<file path="config.mk">
export PLATFORM = sky130hd
export DESIGN_NAME = conv_window_ctrl_flat
export DESIGN_NICKNAME = d
export VERILOG_FILES = /design/src/rtl/conv_window_ctrl_if.sv /design/src/rtl/conv_window_ctrl.sv /design/src/flat_wrapper.sv
export SDC_FILE = /design/constraint.sdc
export NUM_CORES = 1
export LEC_CHECK = 0
export CAP_MARGIN = 30
export CORE_ASPECT_RATIO = 1.2
export CORE_MARGIN = 1.5
export CORE_UTILIZATION = 53
export DETAILED_ROUTE_END_ITERATION = 7
export PLACE_DENSITY = 0.78
export SLEW_MARGIN = 20
export SYNTH_ARGS = -nofsm -noshare
export SYNTH_HDL_FRONTEND = slang
export SYNTH_SLANG_ARGS = --single-unit
</file>
<file path="constraint.sdc">
create_clock -name clock -period 3.69 [get_ports clock]
set_input_delay 0.369 -clock clock [delete_from_list [all_inputs] [get_ports clock]]
set_output_delay 0.369 -clock clock [all_outputs]
set_load 0.05 [all_outputs]
</file>
<file path="src/rtl/conv_window_ctrl_if.sv">
// Pixel-in and result-out handshake bundle for conv_window_ctrl.
// The slave modport is the controller side; the master modport is the pixel source / result sink.
interface conv_window_ctrl_if #(
  parameter int WIDTH_BIT = 8
);
  logic signed [WIDTH_BIT-1:0] pix_i;
  logic                        pix_valid;
  logic                        pix_ready;
  logic signed [WIDTH_BIT-1:0] res_o;
  logic                        res_valid;
  logic                        res_ready;

  modport master (
    output pix_i, pix_valid, res_ready,
    input  pix_ready, res_o, res_valid
  );

  modport slave (
    input  pix_i, pix_valid, res_ready,
    output pix_ready, res_o, res_valid
  );
endinterface

</file>
<file path="src/rtl/conv_window_ctrl.sv">
// Streaming SIZExSIZE window scheduler: line buffers, window register, one-deep result stage.
// Optional CONV_CTRL_STATS_EN adds the saturating win_count result counter.
module conv_window_ctrl #(
  parameter int SIZE      = 3,
  parameter int WIDTH_BIT = 8,
  parameter int IMG_W     = 8,
  parameter int IMG_H     = 8
) (
  input  logic                                          clock,
  input  logic                                          nreset,
  input  logic                                          start,
  output logic                                          busy,
  output logic                                          done,
  conv_window_ctrl_if.slave                             strm,
  output logic signed [SIZE-1:0][SIZE-1:0][WIDTH_BIT-1:0] win_o,
  input  logic signed [WIDTH_BIT-1:0]                   conv_res_i
`ifdef CONV_CTRL_STATS_EN
  ,
  output logic [15:0]                                   win_count
`endif
);

  localparam int CW = $clog2(IMG_W > IMG_H ? IMG_W + 1 : IMG_H + 1);
  localparam int LB = (SIZE - 1) * IMG_W;

  typedef enum logic [1:0] {
    S_IDLE = 2'd0,
    S_RUN  = 2'd1,
    S_DONE = 2'd2
  } state_t;

  state_t                       state;
  state_t                       state_nxt;
  logic [CW-1:0]                row;
  logic [CW-1:0]                col;
  logic                         win_vld;
  logic                         res_vld;
  logic signed [WIDTH_BIT-1:0]  res_data;
  logic signed [WIDTH_BIT-1:0]  line_buf [LB];
  logic signed [WIDTH_BIT-1:0]  new_col [SIZE];
  logic                         pix_ready;
  logic                         accept;
  logic                         load;
  logic                         last_pix;
  logic                         win_full;
  logic                         drain_done;

  assign pix_ready  = (state == S_RUN) & (~win_vld | ~res_vld | strm.res_ready);
  assign accept     = strm.pix_valid & pix_ready;
  assign load       = win_vld & (~res_vld | strm.res_ready);
  assign last_pix   = accept & (row == CW'(IMG_H - 1)) & (col == CW'(IMG_W - 1));
  assign win_full   = accept & (row >= CW'(SIZE - 1)) & (col >= CW'(SIZE - 1));
  // Nothing left in flight, or the last outstanding result is being taken this edge.
  assign drain_done = ~win_vld & (~res_vld | strm.res_ready);

  assign strm.pix_ready = pix_ready;
  assign strm.res_o     = res_data;
  assign strm.res_valid = res_vld;

  // Next-state logic for the frame sequencer.
  always_comb begin
    state_nxt = state;
    case (state)
      S_IDLE:  if (start)      state_nxt = S_RUN;  else state_nxt = S_IDLE;
      S_RUN:   if (last_pix)   state_nxt = S_DONE; else state_nxt = S_RUN;
      S_DONE:  if (drain_done) state_nxt = S_IDLE; else state_nxt = S_DONE;
      default: state_nxt = S_IDLE;
    endcase
  end

  // State register with registered busy/done flags.
  always_ff @(posedge clock) begin
    if (!nreset) begin
      state <= S_IDLE;
      busy  <= 1'b0;
      done  <= 1'b0;
    end else begin
      state <= state_nxt;
      busy  <= (state_nxt != S_IDLE);
      done  <= (state == S_DONE) & drain_done;
    end
  end

  // Raster position of the next pixel to be accepted.
  always_ff @(posedge clock) begin
    if (!nreset) begin
      row <= '0;
      col <= '0;
    end else if ((state == S_IDLE) && start) begin
      row <= '0;
      col <= '0;
    end else if (accept) begin
      if (col == CW'(IMG_W - 1)) begin
        col <= '0;
        if (row != CW'(IMG_H - 1)) row <= row + CW'(1);
      end else begin
        col <= col + CW'(1);
      end
    end
  end

  // Line buffer is one long shift register; tap d*IMG_W-1 is the same column d rows up.
  always_ff @(posedge clock) begin
    if (accept) begin
      line_buf[0] <= strm.pix_i;
      for (int k = 1; k < LB; k++) line_buf[k] <= line_buf[k-1];
    end
  end

  // Incoming right-hand window column: buffer taps above, live pixel at the bottom.
  always_comb begin
    for (int i = 0; i < SIZE; i++) new_col[i] = '0;
    for (int i = 0; i < SIZE - 1; i++) new_col[i] = line_buf[(SIZE - 1 - i) * IMG_W - 1];
    new_col[SIZE-1] = strm.pix_i;
  end

  // Window shift and completion flag; a stalled window is frozen because accept is held off.
  always_ff @(posedge clock) begin
    if (!nreset) begin
      win_o   <= '0;
      win_vld <= 1'b0;
    end else begin
      if (accept) begin
        for (int i = 0; i < SIZE; i++) begin
          for (int j = 0; j < SIZE - 1; j++) win_o[i][j] <= win_o[i][j+1];
          win_o[i][SIZE-1] <= new_col[i];
        end
      end
      if (win_full)  win_vld <= 1'b1;
      else if (load) win_vld <= 1'b0;
    end
  end

  // Result stage: capture the conv output of the current window.
  always_ff @(posedge clock) begin
    if (!nreset) begin
      res_data <= '0;
      res_vld  <= 1'b0;
    end else if (load) begin
      res_data <= conv_res_i;
      res_vld  <= 1'b1;
    end else if (res_vld && strm.res_ready) begin
      res_vld  <= 1'b0;
    end
  end

`ifdef CONV_CTRL_STATS_EN
  // Saturating count of results handed off in the current frame.
  always_ff @(posedge clock) begin
    if (!nreset) begin
      win_count <= 16'd0;
    end else if ((state == S_IDLE) && start) begin
      win_count <= 16'd0;
    end else if (res_vld && strm.res_ready && (win_count != 16'hFFFF)) begin
      win_count <= win_count + 16'd1;
    end
  end
`endif

endmodule

</file>
<file path="src/flat_wrapper.sv">
// flat-port wrapper written by rule: the top's interface ports become plain ports
module conv_window_ctrl_flat 
#(
  parameter int SIZE      = 3,
  parameter int WIDTH_BIT = 8,
  parameter int IMG_W     = 8,
  parameter int IMG_H     = 8
)
  (clock, nreset, start, busy, done, win_o, conv_res_i, strm_pix_i, strm_pix_valid, strm_res_ready, strm_pix_ready, strm_res_o, strm_res_valid);
  conv_window_ctrl_if #(.WIDTH_BIT(WIDTH_BIT)) strm_i ();
  input  logic clock;
  input  logic nreset;
  input  logic start;
  output logic busy;
  output logic done;
  output logic signed [SIZE-1:0][SIZE-1:0][WIDTH_BIT-1:0] win_o;
  input  logic signed [WIDTH_BIT-1:0] conv_res_i;
  input wire logic [$bits(strm_i.pix_i)-1:0] strm_pix_i;
  input wire logic [$bits(strm_i.pix_valid)-1:0] strm_pix_valid;
  input wire logic [$bits(strm_i.res_ready)-1:0] strm_res_ready;
  output wire logic [$bits(strm_i.pix_ready)-1:0] strm_pix_ready;
  output wire logic [$bits(strm_i.res_o)-1:0] strm_res_o;
  output wire logic [$bits(strm_i.res_valid)-1:0] strm_res_valid;
  assign strm_i.pix_i = strm_pix_i;
  assign strm_i.pix_valid = strm_pix_valid;
  assign strm_i.res_ready = strm_res_ready;
  assign strm_pix_ready = strm_i.pix_ready;
  assign strm_res_o = strm_i.res_o;
  assign strm_res_valid = strm_i.res_valid;
  conv_window_ctrl #(.SIZE(SIZE), .WIDTH_BIT(WIDTH_BIT), .IMG_W(IMG_W), .IMG_H(IMG_H)) u_core (.clock(clock), .nreset(nreset), .start(start), .busy(busy), .done(done), .strm(strm_i), .win_o(win_o), .conv_res_i(conv_res_i));
endmodule
</file>
==> flow_summary.ini, run 1 <==
[final_layout]
drive_gt1_share_pct = 6.82
final_nets = 671
layout-area-overhead-vs-synth_pct = 26.0
design_area_um2 = 9150
utilization_pct = 68.8
antennaDiodeCount = 0

[sta]
hold_viol_final = 0
worst_clock_skew_ns = 0.0158
finalSetupViolCount = 0
slew_headroom_pct = 51.3
setup_tns_ns = 0
layout_min_cycle_time_ns = 2.47
worst_slack_ns = 1.22
rsz0062_at_grt = false
timing.fmax_mhz = 405
worst_pin_slew_ns = 0.730
period_share_pct = 67.0
final_max_slew_viol_count = 0

[setup_path]
cp_max_fo = 5
r2r_setup_slack_ns = 1.44
crit_required_ns = 3.32
cp-startpoint = strm_res_ready
r2r_cells = 4
cp-end-kind = output pin
r2r-start = u_core.state[1]$_SDFF_PN0_
worst_ep_arrival_time_ns = 2.10
critPathKind = primary input to output pin
cp-start-kind = primary input
r2r-end = u_core.line_buf[11][7]$_DFFE_PP_
crit_path_end = strm_pix_ready

[yosys]
ys.flop_type = edfxtp_1
yosysSeqAreaShare_pct = 78.9
synth_edf_count = 128
yosysMostFrequentCell = nand2_1
synth_top_area_share_pct = 52.9
avgSynthCellArea_um2 = 13.5
synth_warnings = 0
syn_inst = 539
syn_nets = 564
synth_area_um2 = 7260
yosys-top-cells-count = nand2_1 (145), edfxtp_1 (128), dfxtp_1 (94)
synth.distinct_cells = 37
synth_seq_cells = 222
yosysTopAreaCell = edfxtp_1
ys_async_sr_fraction_pct = 0
synth_area_leaders = edfxtp_1 (53%), dfxtp_1 (26%), nand2_1 (7.5%), a21oi_1 (5.3%), mux2i_1 (1.1%)

[placement]
gp_congestion = 0.757
place_area_um2 = 8460
portBuffers = 104
hpwl_um = 7680
dp_slack_ns = 0.890

[detailed_routing]
drt_wl_total_um = 12800
vias_per_cell = 5.32
dr_wl_met2_um = 6010
dr.max_layer_used = met4
met3_length_um = 894
drt-met1-wl_um = 5540
antenna_left = 0
drtIter0Drc = 271
first_pass_iters = 5
drc = 0
wl_per_cell_um = 15.5
num_vias = 4406

[clock_network]
cts.sinks = 222
clock_path_buffers = 3
cts_tree = built
path_clk_slew_ns = 0.07
cts_hold_buf = 0
cts_buffers = 21
clock_latency_ns = 0.48
cts-htree-levels = 1
post_cts_buffers = 0
cts-root-buf = clkbuf_16
cts_resized = 0

[grt]
grt_overflow = 0
gr-usage-all-layers_pct = 17.7
grt_pass1_wl_um = 20500
antenna_found_initial = 0
grt_max_degree = 69
grt_pass1_vias = 4268

[die]
dieArea_um2 = 14400
start_util_pct = 54.6
coreArea_um2 = 13300
dieHeight_um = 131
ios = 105
die-width_um = 110
rows = 46

[power]
ir_drop_uv = 412
p_leak_uw = 0.00309
power_density_nw_per_um2 = 551

[status]
status = completed

[run]
max_cap_viol_count = 0

[min_path]
hold_path.class = flip-flop to flip-flop
==> worst min path at each step <==
stage                                          start                               end  slack (ns)  cells after the start
global placement    u_core.line_buf[12][2]$_DFFE_PP_  u_core.line_buf[13][2]$_DFFE_PP_        0.40                      0
global route         u_core.line_buf[5][4]$_DFFE_PP_   u_core.line_buf[6][4]$_DFFE_PP_        0.41                      0
floorplan            u_core.line_buf[9][0]$_DFFE_PP_  u_core.line_buf[10][0]$_DFFE_PP_        0.40                      0
finish               u_core.line_buf[5][4]$_DFFE_PP_   u_core.line_buf[6][4]$_DFFE_PP_        0.42                      0
CTS                 u_core.line_buf[12][0]$_DFFE_PP_  u_core.line_buf[13][0]$_DFFE_PP_        0.41                      0
detailed placement  u_core.line_buf[12][0]$_DFFE_PP_  u_core.line_buf[13][0]$_DFFE_PP_        0.40                      0
==> per-layer routing <==
| layer | global-route usage, % | up-vias |
|---|---|---|
| li1 | - | 2090 |
| met1 | 24.6 | 2116 |
| met2 | 27.1 | 168 |
| met3 | 4.51 | 32 |
| met4 | 6.13 | 0 |
| met5 | 0 | - |
==> critical path: stages <==
cell and delay (ns):
clkdlybuf4s50_1 0.47, nand3b_1 0.24, and2_1 0.21, clkdlybuf4s50_1 0.81
==> report_power, final <==
part | total [uW] | switching [uW] | internal, uW
clock network | 2120 | 862 | 1250
logic | 212 | 147 | 65.1
registers | 2710 | 28.6 | 2680
==> per-stage QoR <==
stage / power (uW) / cells / hold slack [ns]
2_1_floorplan: 2890 / 539 / 0.400
3_3_place_gp: 2970 / 791 / 0.401
3_5_place_dp: 2980 / 791 / 0.405
4_1_cts: 5090 / 828 / 0.414
5_1_grt: 5200 / 828 / 0.413
6_report: 5040 / 828 / 0.416
==> cells by family after synthesis <==
group           Yosys count  synth area share, %
xor+xnor                  2                0.241
simple gates            184                 10.7
buf+inv                  32                 2.03
flops                   222                 78.9
fa+ha+maj                 4                0.689
mux                       8                 1.10
compound gates           87                 6.36
==> registers in the layout (all words and copies together), names as in the netlist <==
register	flops
u_core.line_buf	128
u_core.win_o	72
u_core.strm.res_o	8
u_core.col	4
u_core.row	4
u_core.state	2
u_core.busy	1
u_core.done	1
u_core.strm.res_valid	1
u_core.win_vld	1
==> area by class of cell <==
type	count	area [um^2]
Timing Repair Buffer	110	1110
Tap cell	168	210
Multi-Input combinational cell	285	1390
Clock buffer	28	582
Inverter	6	27.5
Fill cell	889	4150
Clock inverter	9	108
Sequential cell	222	5730
==> placed cells by master, fill, tap and decap left out, types with 2 or more instances in the layout <==
| cell | count |
|---|---|
| a211oi_1 | 3 |
| a21oi_1 | 77 |
| a31o_2 | 2 |
| and3_1 | 3 |
| and3b_1 | 2 |
| buf_12 | 2 |
| buf_4 | 4 |
| bufinv_16 | 2 |
| clkbuf_1 | 4 |
| clkbuf_16 | 21 |
| clkbuf_8 | 3 |
| clkdlybuf4s50_1 | 104 |
| clkinv_1 | 2 |
| clkinv_2 | 2 |
| dfxtp_1 | 94 |
| edfxtp_1 | 128 |
| ha_1 | 4 |
| inv_1 | 4 |
| mux2i_1 | 8 |
| nand2_1 | 145 |
| nand3_1 | 2 |
| nand3b_1 | 2 |
| nor2_1 | 16 |
| nor4_1 | 2 |
| o21ai_0 | 2 |
| or3_1 | 2 |
No activity file was read; power rests on OpenSTA's default activity.
==> run 2: changes to the inputs <==
clock period = 2.3 ns   (was 3.69 ns; I/O delays follow)
==> run 2 against run 1 <==
Die area unchanged. Clock skew rose by 0.0059 ns. Combinational power grew 69%. Global-route usage increased by 0.59 points. Largest cell class unchanged.
==> flow_summary.ini, run 2 (synthesis gave the netlist of run 1 again) <==
[status]
status = completed

[sta]
holdWs_ns = 0.325
final_max_slew_viol_count = 0
period_share_pct = 85.0
slew_headroom_pct = 62.1
setup_tns_ns = 0
finalSetupViolCount = 0
worst_pin_slew_ns = 0.567
timing.fmax_mhz = 511
worst_clock_skew_ns = 0.0217
layout_min_cycle_time_ns = 1.96
hold_viol_final = 0
rsz0062_at_grt = false

[final_layout]
drive_gt1_share_pct = 8.66
top_register = u_core.line_buf
largest_register_ff_count = 128
utilization_pct = 69.5
final_common_cell = nand2_1
fillerInstances = 892
layout-area-overhead-vs-synth_pct = 27.4
antennaDiodeCount = 0
layout_common_cells = nand2_1 (145), edfxtp_1 (128), clkdlybuf4s50_1 (103)
final_nets = 680

[clock_network]
clock_path_buffers = 3
cts_hold_buf = 0
cts.sinks = 222
clock_latency_ns = 0.50
post_cts_buffers = 0
cts_tree = built
path_clk_slew_ns = 0.06
cts_buffers = 21
cts-htree-levels = 1
cts-root-buf = clkbuf_16
cts_resized = 0

[die]
start_util_pct = 54.6
coreArea_um2 = 13300
dieArea_um2 = 14400
ios = 105
dieHeight_um = 131
rows = 46
die-width_um = 110

[setup_path]
cp-start-kind = flip-flop
cp.depth = 1
crit_path_end = win_o[46]
worst_ep_arrival_time_ns = 1.73
cp_max_fo = 3
critPathTopFamily = buffers and inverters
cp-end-kind = output pin
crit_path_max_incr_delay_ns = 0.87
cpMaxStageDelayCell = clkdlybuf4s50_1
r2r_cells = 5
path_cells = clkdlybuf4s50_1
crit_required_ns = 2.07
r2r-end = u_core.row[3]$_SDFFE_PP0P_
r2r-start = u_core.col[0]$_SDFFE_PP0P_
r2r_setup_slack_ns = 0.68
critPathBufInv = 1
cp-startpoint = u_core.win_o[46]$_SDFFE_PN0P_
critPathKind = flip-flop to output pin

[power]
power_density_nw_per_um2 = 874
p_leak_uw = 0.00316
ir_drop_uv = 651

[grt]
grt_pass1_vias = 4266
grt_max_degree = 50
grt_overflow = 0
met2_usage_pct = 30.1
grt_pass1_wl_um = 20700
use_met1_pct = 23.8
use_met3_pct = 4.46
antenna_found_initial = 0
gr-usage-all-layers_pct = 18.3
grt_busiest_layer = met2

[run]
max_cap_viol_count = 0

[detailed_routing]
num_vias = 4334
wl_per_cell_um = 15.5
vias_per_cell = 5.17
drc = 0
first_pass_iters = 4
drt_wl_total_um = 13000
antenna_left = 0
drtIter0Drc = 290

[placement]
gp_congestion = 0.769
hpwl_um = 8400
portBuffers = 104

[min_path]
hold_path.class = primary input to flip-flop
==> run 2: routing by layer <==
| layer | vias up | share of wire, % |
|---|---|---|
| met1 | 2086 | 43 |
| met2 | 123 | 49 |
| met4 | 0 | 1.8 |
| met3 | 15 | 6.8 |
| met5 | - | 0 |
| li1 | 2110 | - |
==> run 2: area by class of cell <==
| cell class | instances | area (um^2) | share of cell area [%] |
|---|---|---|---|
| Clock inverter | 6 | 36.3 | 0.392 |
| Sequential cell | 222 | 5730 | 61.9 |
| Multi-Input combinational cell | 285 | 1390 | 15.0 |
| Clock buffer | 32 | 659 | 7.13 |
| Tap cell | 168 | 210 | 2.27 |
| Timing Repair Buffer | 119 | 1200 | 13.0 |
| Inverter | 6 | 27.5 | 0.298 |
==> run 2: how the worst min path moves through the flow <==
stage                                          start                                to  depth (start not counted)
finish                                 strm_pix_i[6]   u_core.line_buf[0][6]$_DFFE_PP_                          1
global route                           strm_pix_i[6]   u_core.line_buf[0][6]$_DFFE_PP_                          1
CTS                                    strm_pix_i[6]   u_core.line_buf[0][6]$_DFFE_PP_                          1
detailed placement   u_core.line_buf[0][2]$_DFFE_PP_   u_core.line_buf[1][2]$_DFFE_PP_                          0
global placement    u_core.line_buf[10][5]$_DFFE_PP_  u_core.line_buf[11][5]$_DFFE_PP_                          0
floorplan                              strm_pix_i[0]   u_core.line_buf[0][0]$_DFFE_PP_                          0
==> run 2: through the flow <==
stage	cells	setup WS [ns]	area [um^2]	total power, uW
finish	838	0.344	9250	8080
detailed placement	800	0.284	8550	4800
global placement	800	0.337	8550	4780
floorplan	539	0.0222	7260	4640
global route	838	0.267	9250	8360
CTS	838	0.313	9250	8170
==> run 2: report_power, final <==
group | internal, uW | switching (uW) | leakage [uW]
logic | 119 | 239 | 0.000865
clock network | 1990 | 1380 | 0.000349
registers | 4310 | 45.2 | 0.00194
==> run 3: changes to the inputs <==
CAP_MARGIN = 20   (was 30)
CORE_UTILIZATION = 48   (was 53)
PLACE_DENSITY = default   (was 0.78)
PLACE_DENSITY_LB_ADDON = 0.15   (was default)
clock period = 1.77 ns   (was 2.3 ns; I/O delays follow)
==> run 3 against run 2 <==
Die area is 10% higher. Setup slack got worse by 0.26 ns. Core utilization is 7.8 points lower. Final cell count increased by 4.9%. Power is 27% higher. Final area fell by 0.43%. Critical endpoint is now strm_pix_ready. Highest routed layer unchanged.
==> flow_summary.ini, run 3 (synthesis gave the netlist of run 1 again) <==
[status]
status = completed

[final_layout]
design_area_um2 = 9210
layout_common_cells = nand2_1 (145), edfxtp_1 (128), dfxtp_1 (94)
antennaDiodeCount = 0
top_register = u_core.line_buf
largest_register_ff_count = 128
final_nets = 685
drive_gt1_share_pct = 10.5
layout-area-overhead-vs-synth_pct = 26.8
final_common_cell = nand2_1

[setup_path]
worst_ep_arrival_time_ns = 1.51
cp_max_fo = 5
r2r_setup_slack_ns = 0.13
crit_required_ns = 1.59
critPathKind = flip-flop to output pin
r2r_cells = 5
r2r-start = u_core.col[1]$_SDFFE_PP0P_
cp-start-kind = flip-flop
cp-startpoint = u_core.state[1]$_SDFF_PN0_
crit_path_end = strm_pix_ready
r2r-end = u_core.row[3]$_SDFFE_PP0P_
cp-end-kind = output pin

[grt]
grt_pass1_vias = 4107
grt_pass1_wl_um = 20000
grt_max_degree = 64
gr-usage-all-layers_pct = 16.0
antenna_found_initial = 0
grt_overflow = 0

[die]
coreArea_um2 = 14900
dieArea_um2 = 15900
ios = 105
die-width_um = 115
dieHeight_um = 138
start_util_pct = 48.7
rows = 49

[power]
p_leak_uw = 0.00353
power_density_nw_per_um2 = 1110
power_uw = 10200
ir_drop_uv = 664

[min_path]
hold_path.class = primary input to flip-flop

[detailed_routing]
drt_wl_total_um = 12600
wl_per_cell_um = 14.4
drtIter0Drc = 327
drc = 0
vias_per_cell = 4.88
num_vias = 4289
antenna_left = 0
first_pass_iters = 4

[sta]
hold_viol_final = 0
rsz0062_at_grt = false
slew_headroom_pct = 64.0
worst_clock_skew_ns = 0.0107
worst_slack_ns = 0.0833
worst_pin_slew_ns = 0.542
layout_min_cycle_time_ns = 1.69
timing.fmax_mhz = 593
final_max_slew_viol_count = 0
period_share_pct = 95.3
finalSetupViolCount = 0

[placement]
portBuffers = 104
dp_slack_ns = -0.00520
place_area_um2 = 8650
gp_congestion = 0.779
hpwl_um = 8010

[clock_network]
clock_latency_ns = 0.49
cts-root-buf = clkbuf_16
cts-htree-levels = 1
cts_tree = built
cts_hold_buf = 0
cts_buffers = 21
cts.sinks = 222
path_clk_slew_ns = 0.06
clock_path_buffers = 3

[run]
max_cap_viol_count = 0
==> run 3: how the worst min path moves through the flow <==
stage / to / cells after the start / start
floorplan: u_core.line_buf[0][0]$_DFFE_PP_ / 0 / strm_pix_i[0]
global placement: u_core.line_buf[13][5]$_DFFE_PP_ / 0 / u_core.line_buf[12][5]$_DFFE_PP_
detailed placement: u_core.line_buf[15][2]$_DFFE_PP_ / 0 / u_core.line_buf[14][2]$_DFFE_PP_
CTS: u_core.line_buf[0][6]$_DFFE_PP_ / 1 / strm_pix_i[6]
global route: u_core.line_buf[0][6]$_DFFE_PP_ / 1 / strm_pix_i[6]
finish: u_core.win_o[71]$_SDFFE_PN0P_ / 3 / strm_pix_i[7]
==> run 3: layout make-up <==
type                    count  area (um^2)
well taps                 204          255
flip-flops and latches    222         5730
fillers                  1194         5690
clock buffers              28          582
clock inverters            10         57.6
inverters                   6         27.5
multi-input cells         285         1390
repair buffers            124         1170
==> run 3: metal layers <==
| layer | track usage [%] | wire length (um) |
|---|---|---|
| met1 | 20.9 | 5620 |
| met2 | 26.2 | 6100 |
| met3 | 3.65 | 636 |
| met4 | 5.83 | 272 |
| met5 | 0 | 0 |
==> run 3: through the flow <==
step	instances	util, %	TNS [ns]	hold WS (ns)
after global routing	879	61.8	0	0.251
final	879	61.8	0	0.265
after floorplan	539	-	0	0.276
after global placement	840	58.1	0	0.401
after CTS	878	61.7	0	0.250
after detailed placement	840	58.1	-0.0678	0.405
==> run 3: what timing repair did <==
action	in CTS	in global routing
gates resized for setup	73	0
pin swaps	0	1
endpoints found under the setup margin	73	1
buffers inserted	0	1
gates cloned	0	0
==> run 3: critical path: stages (launching register included) <==
cell	delay, ns
dfxtp_1	0.40
and2b_2	0.27
and2_1	0.20
buf_12	0.16
==> run 3: report_power, final <==
group	internal [uW]	total [uW]	switching [uW]	leakage [uW]
logic	152	467	315	0.00127
clock network	2320	4110	1790	0.000317
registers	5590	5650	54.8	0.00194
total	8070	10200	2160	0.00353
